[config.mk]
export PLATFORM = sky130hd
export DESIGN_NAME = tile_mover_sched
export DESIGN_NICKNAME = d
export VERILOG_FILES = /design/src/rtl/tile_mover_sched.sv
export SDC_FILE = /design/constraint.sdc
export NUM_CORES = 1
export LEC_CHECK = 0
export BUFFER_PORTS_ARGS = -buffer_cell sky130_fd_sc_hd__buf_2
export CORE_AREA = 2 2 132 134
export CTS_BUF_LIST = sky130_fd_sc_hd__clkbuf_4 sky130_fd_sc_hd__clkbuf_8
export CTS_CLUSTER_SIZE = 24
export DETAILED_ROUTE_END_ITERATION = 7
export DIE_AREA = 0 0 134 136
export PLACE_DENSITY = 0.76
export SYNTH_ARGS = -nofsm -noshare
export SYNTH_HDL_FRONTEND = slang
export SYNTH_SLANG_ARGS = --single-unit
export TNS_END_PERCENT = 50
[constraint.sdc]
create_clock -name clk -period 3.25 [get_ports clk]
set_input_delay 0.65 -clock clk [delete_from_list [all_inputs] [get_ports clk]]
set_output_delay 0.65 -clock clk [all_outputs]
set_load 0.01 [all_outputs]
[src/rtl/tile_mover_sched.sv]
// Tile-mover descriptor scheduler: round-robin intake from two requesters into a
// descriptor FIFO, then validate / issue / release / report against a level start/done mover.
module tile_mover_sched #(
    parameter int ADDR_WIDTH = 8,
    parameter int DEPTH      = 4
) (
    input  logic                      clk,
    input  logic                      rst_n,
    input  logic                      req0_valid,
    input  logic [2*ADDR_WIDTH+23:0]  req0_desc,
    output logic                      req0_ready,
    input  logic                      req1_valid,
    input  logic [2*ADDR_WIDTH+23:0]  req1_desc,
    output logic                      req1_ready,
    output logic [ADDR_WIDTH-1:0]     src_base_addr,
    output logic [ADDR_WIDTH-1:0]     dst_base_addr,
    output logic [7:0]                b_dim,
    output logic [7:0]                w_dim,
    output logic [7:0]                c_dim,
    output logic                      start,
    input  logic                      done,
    output logic                      cmpl_valid,
    output logic                      cmpl_id,
    output logic                      cmpl_err,
    output logic                      busy,
    output logic [$clog2(DEPTH):0]    fifo_count
);
    // state   | meaning
    // IDLE    | waiting for work; pops FIFO head into the config register
    // CHECK   | one cycle to validate the latched dimensions
    // ISSUE   | start high, waiting for done to rise
    // RELEASE | start low, waiting for done to fall
    // REPORT  | one-cycle completion pulse
    typedef enum logic [2:0] {IDLE, CHECK, ISSUE, RELEASE, REPORT} state_t;

    localparam int DW = 2*ADDR_WIDTH + 24;
    localparam int PW = $clog2(DEPTH);
    localparam int CW = PW + 1;

    logic [DW:0]     mem_q [DEPTH];
    logic [PW-1:0]   wr_ptr_q, rd_ptr_q;
    logic [CW-1:0]   count_q;
    logic            rr_q;
    logic            live_q;
    state_t          state_q;
    logic [DW:0]     cfg_q;
    logic            start_q, cmpl_valid_q, cmpl_id_q, cmpl_err_q;

    logic            not_full, grant0, grant1, push, pop, cfg_bad;
    logic [DW:0]     push_entry;
    logic [7:0]      cfg_b, cfg_w, cfg_c;

    // rr_q high means requester 1 holds priority when both are valid.
    assign not_full   = (count_q != CW'(DEPTH));
    assign grant0     = req0_valid && (!req1_valid || !rr_q);
    assign grant1     = req1_valid && (!req0_valid || rr_q);
    assign req0_ready = live_q && not_full && grant0;
    assign req1_ready = live_q && not_full && grant1;
    assign push       = (req0_valid && req0_ready) || (req1_valid && req1_ready);
    assign push_entry = req1_ready ? {1'b1, req1_desc} : {1'b0, req0_desc};
    assign pop        = (state_q == IDLE) && (count_q != '0);

    assign cfg_b   = cfg_q[2*ADDR_WIDTH +: 8];
    assign cfg_w   = cfg_q[2*ADDR_WIDTH+8 +: 8];
    assign cfg_c   = cfg_q[2*ADDR_WIDTH+16 +: 8];
    assign cfg_bad = (cfg_b == 8'd0) || (cfg_w == 8'd0) || (cfg_c == 8'd0) || (cfg_c[1:0] != 2'b00);

    always_ff @(posedge clk) begin
        if (push) mem_q[wr_ptr_q] <= push_entry;
    end

    always_ff @(posedge clk or negedge rst_n) begin
        if (!rst_n) begin
            wr_ptr_q <= '0;
            rd_ptr_q <= '0;
            count_q  <= '0;
            rr_q     <= 1'b0;
            live_q   <= 1'b0;
        end else begin
            live_q <= 1'b1;
            if (push) begin
                wr_ptr_q <= wr_ptr_q + PW'(1);
                rr_q     <= !req1_ready;
            end
            if (pop) rd_ptr_q <= rd_ptr_q + PW'(1);
            case ({push, pop})
                2'b10:   count_q <= count_q + CW'(1);
                2'b01:   count_q <= count_q - CW'(1);
                default: count_q <= count_q;
            endcase
        end
    end

    always_ff @(posedge clk or negedge rst_n) begin
        if (!rst_n) begin
            state_q      <= IDLE;
            cfg_q        <= '0;
            start_q      <= 1'b0;
            cmpl_valid_q <= 1'b0;
            cmpl_id_q    <= 1'b0;
            cmpl_err_q   <= 1'b0;
        end else begin
            cmpl_valid_q <= 1'b0;
            case (state_q)
                IDLE: begin
                    if (pop) begin
                        cfg_q   <= mem_q[rd_ptr_q];
                        state_q <= CHECK;
                    end
                end
                CHECK: begin
                    if (cfg_bad) begin
                        state_q      <= REPORT;
                        cmpl_valid_q <= 1'b1;
                        cmpl_id_q    <= cfg_q[DW];
                        cmpl_err_q   <= 1'b1;
                    end else begin
                        state_q <= ISSUE;
                        start_q <= 1'b1;
                    end
                end
                ISSUE: begin
                    if (done) begin
                        start_q <= 1'b0;
                        state_q <= RELEASE;
                    end
                end
                // Waiting for done low here keeps the next start off a stale done.
                RELEASE: begin
                    if (!done) begin
                        state_q      <= REPORT;
                        cmpl_valid_q <= 1'b1;
                        cmpl_id_q    <= cfg_q[DW];
                        cmpl_err_q   <= 1'b0;
                    end
                end
                REPORT:  state_q <= IDLE;
                default: state_q <= IDLE;
            endcase
        end
    end

    assign src_base_addr = cfg_q[ADDR_WIDTH-1:0];
    assign dst_base_addr = cfg_q[2*ADDR_WIDTH-1:ADDR_WIDTH];
    assign b_dim         = cfg_b;
    assign w_dim         = cfg_w;
    assign c_dim         = cfg_c;
    assign start         = start_q;
    assign cmpl_valid    = cmpl_valid_q;
    assign cmpl_id       = cmpl_id_q;
    assign cmpl_err      = cmpl_err_q;
    assign busy          = (state_q != IDLE) || (count_q != '0);
    assign fifo_count    = count_q;
endmodule
==> results of run 1 <==
-- cell families (layout without fill, tap and decap cells) --
kind of cell,Yosys count,after routing
compound gates,16,16
xor+xnor,6,6
fa+ha+maj,6,6
buf+inv,68,217
flops,221,221
mux,123,123
other cells,1,1
simple gates,36,36
-- path summary, 6_finish.rpt --
kind	startpoint	end	depth (start not counted)
setup / recovery	fifo_count[1]	req1_ready	5
hold / removal	rst_n	cfg_q[35]	1
setup reg to reg	fifo_count[1]	mem_q[3][3]	5
hold reg to reg	cfg_q[2]	cfg_q[2]	1
max in group asynchronous	rst_n	cmpl_id	2
min in group clk	req0_valid	rr_q	3
-- cell type report --
type / count / area [um2]
clock buffers: 50 / 607
multi-input cells: 188 / 2310
inverters: 9 / 33.8
flip-flops and latches: 221 / 6360
well taps: 225 / 282
fillers: 1187 / 6410
repair buffers: 144 / 796
clock inverters: 14 / 72.6
-- through the flow --
stage	cell area, um2	util (%)
after global placement	9780	58.0
final	10500	62.0
after CTS	10500	62.0
after global routing	10500	62.0
after floorplan	9110	-
after detailed placement	9780	58.0
-- flip-flops by register name (all words and copies together), names as in the netlist --
| register | count |
|---|---|
| mem_q | 164 |
| cfg_q | 41 |
| fifo_count | 3 |
| state_q | 3 |
| rd_ptr_q | 2 |
| wr_ptr_q | 2 |
| cmpl_err | 1 |
| cmpl_id | 1 |
| cmpl_valid | 1 |
| live_q | 1 |
| rr_q | 1 |
| start | 1 |
-- cell usage in the layout, fill, tap and decap left out, types with 6 or more instances in the layout --
master | Yosys | final
mux2_4 | 6 | 6
a21oi_1 | 7 | 7
buf_2 | 8 | 134
dfrtp_1 | 57 | 55
edfxtp_1 | 164 | 164
inv_1 | 9 | 9
clkinv_1 | 0 | 6
buf_4 | 41 | 6
mux2_2 | 71 | 71
clkbuf_8 | 0 | 37
mux4_2 | 41 | 41
nand2_1 | 12 | 12
clkbuf_4 | 0 | 13
-- critical path, delay by kind of cell, from the launching register on --
kind | cells | cell delay [ns]
AOI/OAI and AO/OA | 1 | 0.29
buffers and inverters | 3 | 0.43
DFF | 1 | 0.38
and+or+nand+nor | 1 | 0.12
-- where the power goes --
group,switching [uW],internal (uW)
clock network,1030,1210
logic,1320,1550
registers,540,3830
total,2890,6590
-- per-layer routing --
layer	track usage [%]	part of all wire, %
met1	23.0	40
met2	34.1	54
met3	4.44	5.0
met4	6.62	1.9
met5	0	0
==> metrics.csv, run 1 <==
metric,value,unit
rsz0062_at_grt,no,
synth_fp_nets,568,
synthAdderAreaFrac,0.906,%
path_class,register to primary output,
fin_tns_setup,0,ns
rows,48,
drc,0,
setup_ws,0.856,ns
required,2.60,ns
clock.fmax,418,MHz
die_y,136,um
insertion_delay,0.52,ns
report.final.setup_viol,0,
postCtsHoldBufs,0,
die_x,134,um
ys_ff_latch,221,
ir_drop,0.425,mV
period_share,73.7,%
synth.avg_cell_area,19.1,um2
cts-resized-gates,0,
synthTopCellsByCount,"edfxtp_1, mux2_2, dfrtp_1",
dieArea,18200,um2
grt_pass1_wl,26.2,mm
outcome,"complete, no violations",
grt_max_degree,45,
yosysMostFrequentCell,edfxtp_1,
ys.flop_type,edfxtp_1,
nets,690,
yosys.area_share.simple,2.17,%
crit_path_end_kind,primary output,
start_util,54.0,%
drt_wl_total,17.0,mm
synthArstFlopShare,25.8,%
synth-compound-area-share,1.08,%
firstDrtPassIters,4,
drt_iter0_markers,236,
area_growth,14.8,%
h-tree-depth,2,
min_period,2.39,ns
final-max-slew-violation-count,0,
avgRoutedWirePerCell,20.0,um
worstSetupStartpointType,register,
cp_data_arrival_time,1.74,ns
placed_cells,787,
numCtsBuffers,35,
yosys.area.top_type,edfxtp_1,
seq_area_frac_synth,69.7,%
ant_nets,0,
coreArea,16900,um2
p_total,9490,uW
p_per_area,907,nW/um2
netlist_instances,477,
grt_pass1_vias,4841,
cts_root_buffer,clkbuf_8,
cts_buffer_depth,3,
cts.clk_slew.worst_paths,0.06,ns
gp_congestion,0.760,
antenna_found_initial,0,
ys_top_cells_by_area,"edfxtp_1, dfrtp_1, mux4_2",
tightestPinTransition,0.964,ns
slowest_delay,0.38,ns
grt.overflow.total,0,
synth_mux_area_share,20.5,%
insertedDiodeCount,0,
fin_cells,851,
synth_area,9110,um2
synth-xor-area-share,0.577,%
slowest_stage,dfrtp_1,
cts.sinks,221,
synth_top_area_share,54.0,%
max_cap_violations,0,
postCtsSetupBuffers,0,
synth_edf_count,164,
cp_max_fo,5,
io_pins,135,
synth_cell_types,35,
grt_util_all_layers,19.1,%
place_ws,0.993,ns
via_per_inst,5.44,
worstPathCellList,inv_1 > a31oi_2 > nand3_2 > inv_1 > buf_2,
synth_top_family_by_area,multiplexers,
holdWs,0.291,ns
crit_top_cell,inv_1,
yosys_warnings,0,
finClkSkew,0.0172,ns
hold_viol_final,0,
cts_tree,yes,
hpwl,10.6,mm
min_path_type,primary input to async pin,
relSlewSlack,35.7,%
drive_above_1_share,52.9,%
p_leak,0.00393,uW
port_buffers,134,
rrSetupSlack,0.98,ns
dr_total_vias,4627,
Note: power is estimated with default switching activity, not from simulation.
==> inputs of run 2 (changes only) <==
--- a/config.mk
+++ b/config.mk
@@ -5,12 +5,13 @@
 export SDC_FILE = /design/constraint.sdc
 export NUM_CORES = 1
 export LEC_CHECK = 0
+export ABC_AREA = 1
 export BUFFER_PORTS_ARGS = -buffer_cell sky130_fd_sc_hd__buf_2
-export CORE_AREA = 2 2 132 134
+export CORE_AREA = 2 2 136 138
 export CTS_BUF_LIST = sky130_fd_sc_hd__clkbuf_4 sky130_fd_sc_hd__clkbuf_8
 export CTS_CLUSTER_SIZE = 24
 export DETAILED_ROUTE_END_ITERATION = 7
-export DIE_AREA = 0 0 134 136
+export DIE_AREA = 0 0 138 140
 export PLACE_DENSITY = 0.76
 export SYNTH_ARGS = -nofsm -noshare
 export SYNTH_HDL_FRONTEND = slang
==> constraint.sdc (replaced) <==
create_clock -name clk -period 2.2 [get_ports clk]
set_input_delay 0.44 -clock clk [delete_from_list [all_inputs] [get_ports clk]]
set_output_delay 0.44 -clock clk [all_outputs]
set_load 0.01 [all_outputs]
==> metrics.csv, run 2 <==
metric,value,unit,change
outcome,"complete, no violations",,
use_met2,36.6,%,+2.5 points
synth_top_area_share,52.7,%,-1.3 points
cts_tree,yes,,
r2r_start,rr_q,,
grt.overflow.total,0,,unchanged
p_comb_share,35.7,%,+5.4 points
ant_nets,0,,unchanged
final_common_cell,nor2_1,,
netlist_instances,858,,+80%
reg.largest.list,"mem_q (164), cfg_q (41)",,
hold_viol_final,0,,unchanged
gr-usage-met3,3.35,%,-1.1 points
gp_congestion,0.817,,+7.5%
grt_util_all_layers,21.3,%,+2.2 points
die_x,138,um,+3.0%
io_pins,135,,unchanged
grt_max_degree,84,,+87%
port_buffers,134,,unchanged
fin_cells,1232,,+45%
yosysMostFrequentCell,nor2_1,,
p_total,14800,uW,+56%
synth_fp_nets,949,,+67%
top_usage_layer,met2,,
period_share,97.1,%,
ys_top_cells_by_area,"edfxtp_1, dfrtp_1, nor2_1",,
worstSetupStartpoint,rr_q,,
fill_cells,1408,,+19%
holdCritStartpoint,done,,
hpwl,12.1,mm,+14%
cts.clk_slew.worst_paths,0.06,ns,about the same
clkPwrFrac,23.1,%,-0.6 points
area_growth,17.1,%,
h-tree-depth,2,,unchanged
synth_edf_count,164,,unchanged
synth.avg_cell_area,10.9,um2,-43%
placed_cells,1163,,+48%
rows,49,,+2.1%
cts.sinks,221,,unchanged
grt_pass1_vias,6137,,+27%
avgRoutedWirePerCell,17.0,um,-15%
final_cell_mix,"nor2_1, edfxtp_1, nand2_1, buf_2, o21ai_0",,
yosys.area.top_type,edfxtp_1,,
drive_above_1_share,24.5,%,-28 points
drt_wl_total,20.9,mm,+23%
die_y,140,um,+2.9%
swShare,36.1,%,+5.6 points
pwr-share-seq,41.1,%,-5.0 points
worstSetupStartpointType,register,,
cts_buffer_depth,3,,unchanged
seq_area_frac_synth,68.0,%,-1.7 points
top_register,mem_q,,
insertion_delay,0.50,ns,-0.02 ns
p_int,9460,uW,+44%
drc,0,,unchanged
antenna_found_initial,0,,unchanged
synth_area,9350,um2,+2.6%
drt_iter0_markers,516,,+120%
largest_reg_flops,164,,unchanged
p_switching,5350,uW,+85%
cp_data_arrival_time,2.52,ns,+0.78 ns
cp_max_fo,3,,-2
cts_root_buffer,clkbuf_8,,
min_period,2.14,ns,
reg2regPathDepth,11,,+6
via_per_inst,5.19,,-4.5%
start_util,52.6,%,-1.4 points
synth_cell_types,28,,-20%
path_class,register to register,,
ir_drop,0.713,mV,+68%
crit_path_end_kind,register,,
finClkSkew,0.0144,ns,-0.00277 ns
required,2.59,ns,about the same
ys_ff_latch,221,,unchanged
numCtsBuffers,35,,unchanged
synthTopCellsByCount,"nor2_1, edfxtp_1, nand2_1",,
synthArstFlopShare,25.8,%,unchanged
final-max-slew-violation-count,0,,unchanged
fin_tns_setup,0,ns,unchanged
yosys_warnings,0,,unchanged
max_cap_violations,0,,unchanged
min_path_cells,4,,
report.final.setup_viol,0,,unchanged
relSlewSlack,61.8,%,+26 points
grtUsageMet1,26.8,%,+3.8 points
grt_pass1_wl,32.0,mm,+22%
dr_total_vias,6400,,+38%
ys.flop_type,edfxtp_1,,
tightestPinTransition,0.573,ns,-0.392 ns
coreArea,17800,um2,+5.4%
p_per_area,1350,nW/um2,+49%
firstDrtPassIters,4,,unchanged
p_leak,0.00443,uW,+13%
min_path_type,primary input to register,,
clock.fmax,468,MHz,
dieArea,19300,um2,+6.0%
nets,1067,,+55%
[run 2: cell count changes after synthesis, sizes merged, moves of 7 or more]
cell / previous run / this run
nor2: 5 / 225
nand2: 13 / 148
o21ai: 4 / 89
mux2: 82 / 0
mux4: 41 / 0
a31oi: 1 / 39
buf: 55 / 75
inv: 9 / 25
nand3: 1 / 8
[run 2: routing by layer]
metal | vias to the layer above | wire (um)
met5 | - | 0
met3 | 62 | 1300
li1 | 3101 | -
met2 | 231 | 10500
met1 | 3006 | 8340
met4 | 0 | 779
[run 2: per-stage QoR]
step / hold WS, ns / setup slack [ns] / utilization [%] / cell area (um2)
final: 0.261 / 0.0629 / 61.6 / 10900
after global placement: 0.462 / 0.0624 / 56.9 / 10100
after floorplan: 0.144 / -0.348 / - / 9360
after CTS: 0.234 / 0.0223 / 61.4 / 10900
after global routing: 0.265 / -0.0442 / 61.5 / 10900
after detailed placement: 0.463 / 0.00866 / 56.9 / 10100
[run 2: worst paths after layout]
check,to,slack [ns]
hold / removal,state_q[2],0.26
setup reg to reg,fifo_count[2],0.06
min in group asynchronous,live_q,0.49
max in group asynchronous,rd_ptr_q[0],1.42
hold reg to reg,cmpl_err,0.48
setup / recovery,fifo_count[2],0.06
[run 2: cells by family after synthesis]
group,after synthesis,synth area share [%]
compound gates,132,7.64
xor+xnor,4,0.375
fa+ha+maj,6,0.884
buf+inv,109,7.23
flops,221,68.0
other cells,1,0.0401
simple gates,385,15.9
[run 2: power by group through the flow]
| stage | Clock (uW) | Sequential [uW] | Combinational [uW] |
|---|---|---|---|
| after floorplan | 0 | 6050 | 4070 |
| after global placement | 0 | 6140 | 5010 |
| after detailed placement | 0 | 6160 | 5160 |
| after CTS | 3490 | 6090 | 5270 |
| after global routing | 3690 | 6190 | 5890 |
| final | 3430 | 6090 | 5290 |
[run 2: worst max-delay path, cell delays in order, from the launching register on]
cell and delay (ns):
dfrtp_1 0.41, a21boi_2 0.17, inv_1 0.09, nand4_4 0.12, nand2_1 0.08, inv_1 0.08, ha_1 0.15, inv_1 0.06
fa_1 0.42, a21oi_2 0.19, o21ai_1 0.11, xor2_1 0.15
[run 2: final cells by class]
cell class	count	area, um2	area share (%)
inverters	25	93.8	0.857
multi-input cells	528	2370	21.7
clock buffers	59	687	6.28
clock inverters	4	16.3	0.149
well taps	229	287	2.62
diodes	1	2.50	0.0229
flip-flops and latches	221	6350	58.0
repair buffers	165	1130	10.3
[run 2: repair_timing]
| action | 4_1_cts | 5_1_grt |
|---|---|---|
| hold buffers | 1 | 0 |
| hold endpoints to repair | 57 | 0 |
| gates cloned | 2 | 0 |
| gates resized for setup | 4 | 5 |
| setup endpoints to repair | 1 | 2 |
| pin swaps | 1 | 1 |
| buffers inserted | 1 | 1 |
==> inputs of run 3 (changes only) <==
--- a/config.mk
+++ b/config.mk
@@ -7,11 +7,11 @@
 export LEC_CHECK = 0
 export ABC_AREA = 1
 export BUFFER_PORTS_ARGS = -buffer_cell sky130_fd_sc_hd__buf_2
-export CORE_AREA = 2 2 136 138
+export CORE_AREA = 2 2 143 131
 export CTS_BUF_LIST = sky130_fd_sc_hd__clkbuf_4 sky130_fd_sc_hd__clkbuf_8
 export CTS_CLUSTER_SIZE = 24
 export DETAILED_ROUTE_END_ITERATION = 7
-export DIE_AREA = 0 0 138 140
+export DIE_AREA = 0 0 145 133
 export PLACE_DENSITY = 0.76
 export SYNTH_ARGS = -nofsm -noshare
 export SYNTH_HDL_FRONTEND = slang
==> metrics.csv, run 3 (synthesized netlist as in run 2, its figures left out) <==
metric,value,unit,change
relSlewSlack,42.5,%,-19 points
p_switching,5390,uW,+0.80%
max_cap_violations,0,,unchanged
finClkSkew,0.0124,ns,-0.00201 ns
die_x,145,um,+5.1%
final_cell_mix,"nor2_1, edfxtp_1, nand2_1, buf_2, o21ai_0",,
path_buf_inv,4,,+1
gp_congestion,0.842,,+3.0%
final-max-slew-violation-count,0,,unchanged
firstDrtPassIters,5,,+1
die_y,133,um,-5.0%
worstPathCellList,a21boi_2 > inv_1 > nand4_4 > buf_12 > inv_2 > buf_2,,
use_met2,37.4,%,+0.75 points
pwr-share-seq,41.1,%,about the same
r2r_start,rr_q,,
drt_iter0_markers,449,,-13%
worstSetupStartpointType,register,,
final_common_cell,nor2_1,,
rrSetupSlack,0.18,ns,+0.12 ns
start_util,52.1,%,-0.46 points
cp_top_family,buffers and inverters,,
crit_path_end_kind,primary output,,
rsz0062_at_grt,no,,
cp_max_fo,11,,+8
cts_buffer_depth,3,,unchanged
top_usage_layer,met2,,
path_class,register to primary output,,
holdCritStartpoint,done,,
numCtsBuffers,37,,+5.7%
ir_drop,0.789,mV,+11%
drive_above_1_share,24.7,%,+0.25 points
gr-usage-met3,3.41,%,+0.063 points
reg.largest.list,"mem_q (164), cfg_q (41)",,
top_register,mem_q,,
cp_data_arrival_time,1.69,ns,-0.83 ns
port_buffers,134,,unchanged
dr_total_vias,6418,,+0.28%
reg2regPathDepth,11,,unchanged
cts_root_buffer,clkbuf_8,,
insertedDiodeCount,0,,-1
area_growth,17.1,%,unchanged
swShare,36.3,%,+0.18 points
hold_viol_final,0,,unchanged
holdPathEnd,state_q[2],,
insertion_delay,0.51,ns,about the same
drc,0,,unchanged
slowest_stage,dfrtp_1,,
h-tree-depth,2,,unchanged
final_area,10900,um2,unchanged
cts.clk_slew.worst_paths,0.06,ns,about the same
cts.sinks,221,,unchanged
drt_wl_total,20.9,mm,-0.24%
cts_tree,yes,,
period_share,96.6,%,-0.53 points
avgRoutedWirePerCell,16.7,um,-1.6%
p_per_area,1360,nW/um2,+0.30%
clkPwrFrac,24.1,%,+1.0 points
required,1.76,ns,-0.83 ns
io_pins,135,,unchanged
coreArea,17900,um2,+0.88%
min_path_type,primary input to register,,
nets,1068,,+0.094%
p_int,9460,uW,about the same
hpwl,11.8,mm,-2.5%
grt_max_degree,84,,unchanged
rows,47,,-4.1%
place_area,10100,um2,-0.30%
report.final.setup_viol,0,,unchanged
p_leak,0.00443,uW,about the same
slowest_delay,0.40,ns,-0.02 ns
p_comb_share,34.8,%,-0.9 points
ant_nets,0,,unchanged
tightestPinTransition,0.863,ns,+0.290 ns
largest_reg_flops,164,,unchanged
clock.fmax,470,MHz,+0.55%
via_per_inst,5.14,,-1.1%
grt.overflow.total,0,,unchanged
outcome,"complete, no violations",,
grt_util_all_layers,21.4,%,+0.074 points
min_period,2.13,ns,-0.0117 ns
grt_pass1_vias,6285,,+2.4%
grt_pass1_wl,32.0,mm,-0.20%
rr_endpoint,fifo_count[2],,
min_path_cells,4,,unchanged
fin_tns_setup,0,ns,unchanged
grtUsageMet1,26.9,%,+0.12 points
antenna_found_initial,0,,unchanged
dieArea,19300,um2,-0.18%
## run 3: how the worst max path moves through the flow
| stage | from | endpoint | cells after the start |
|---|---|---|---|
| floorplan | fifo_count[1] | mem_q[0][0] | 6 |
| global placement | req1_valid | mem_q[3][9] | 9 |
| detailed placement | req1_valid | mem_q[3][9] | 9 |
| CTS | fifo_count[0] | req1_ready | 6 |
| global route | fifo_count[0] | req1_ready | 6 |
| finish | rr_q | req1_ready | 6 |
## run 3: per-stage QoR
| stage | utilization (%) | setup WS, ns | hold WS [ns] | std cells | total power [uW] |
|---|---|---|---|---|---|
| detailed placement | 56.2 | 0.0163 | 0.469 | 1179 | 11200 |
| global placement | 56.2 | 0.0919 | 0.462 | 1179 | 11100 |
| finish | 61.0 | 0.0745 | 0.241 | 1249 | 14900 |
| floorplan | - | -0.348 | 0.144 | 858 | 10100 |
| global route | 61.0 | 0.0192 | 0.261 | 1249 | 15800 |
| CTS | 60.9 | 0.00974 | 0.224 | 1248 | 14900 |
## run 3: per-layer routing
metal / up-vias / wire length [um]
met2: 237 / 10400
met5: - / 0
met4: 0 / 564
met1: 3035 / 8550
met3: 44 / 1370
li1: 3102 / -
## run 3: tightest hold or removal path, stage by stage
cell and delay [ns]:
buf_2 0.08, nor2_1 0.04, inv_1 0.09, nand2_1 0.06
## run 3: area by class of cell
| class | count | area (um2) |
|---|---|---|
| sequential | 221 | 6350 |
| timing repair buffer | 164 | 1070 |
| fill | 1413 | 6990 |
| clock buffer | 55 | 688 |
| clock inverter | 11 | 57.6 |
| inverter | 25 | 93.8 |
| tap | 245 | 307 |
| multi-input combinational | 528 | 2370 |
## run 3: power groups by stage
| stage | clock [uW] | sequential [uW] | combinational [uW] |
|---|---|---|---|
| after global routing | 3790 | 6190 | 5790 |
| after global placement | 0 | 6140 | 4930 |
| after CTS | 3630 | 6100 | 5160 |
| after floorplan | 0 | 6050 | 4070 |
| after detailed placement | 0 | 6170 | 5080 |
| final | 3580 | 6100 | 5170 |
## run 3: repair_timing
item	CTS	global route
endpoints found under the hold margin	57	0
resized for setup	4	4
hold buffers	1	0
cloned	2	0
endpoints found under the setup margin	1	2
pin swaps	1	2
buffers inserted	0	1
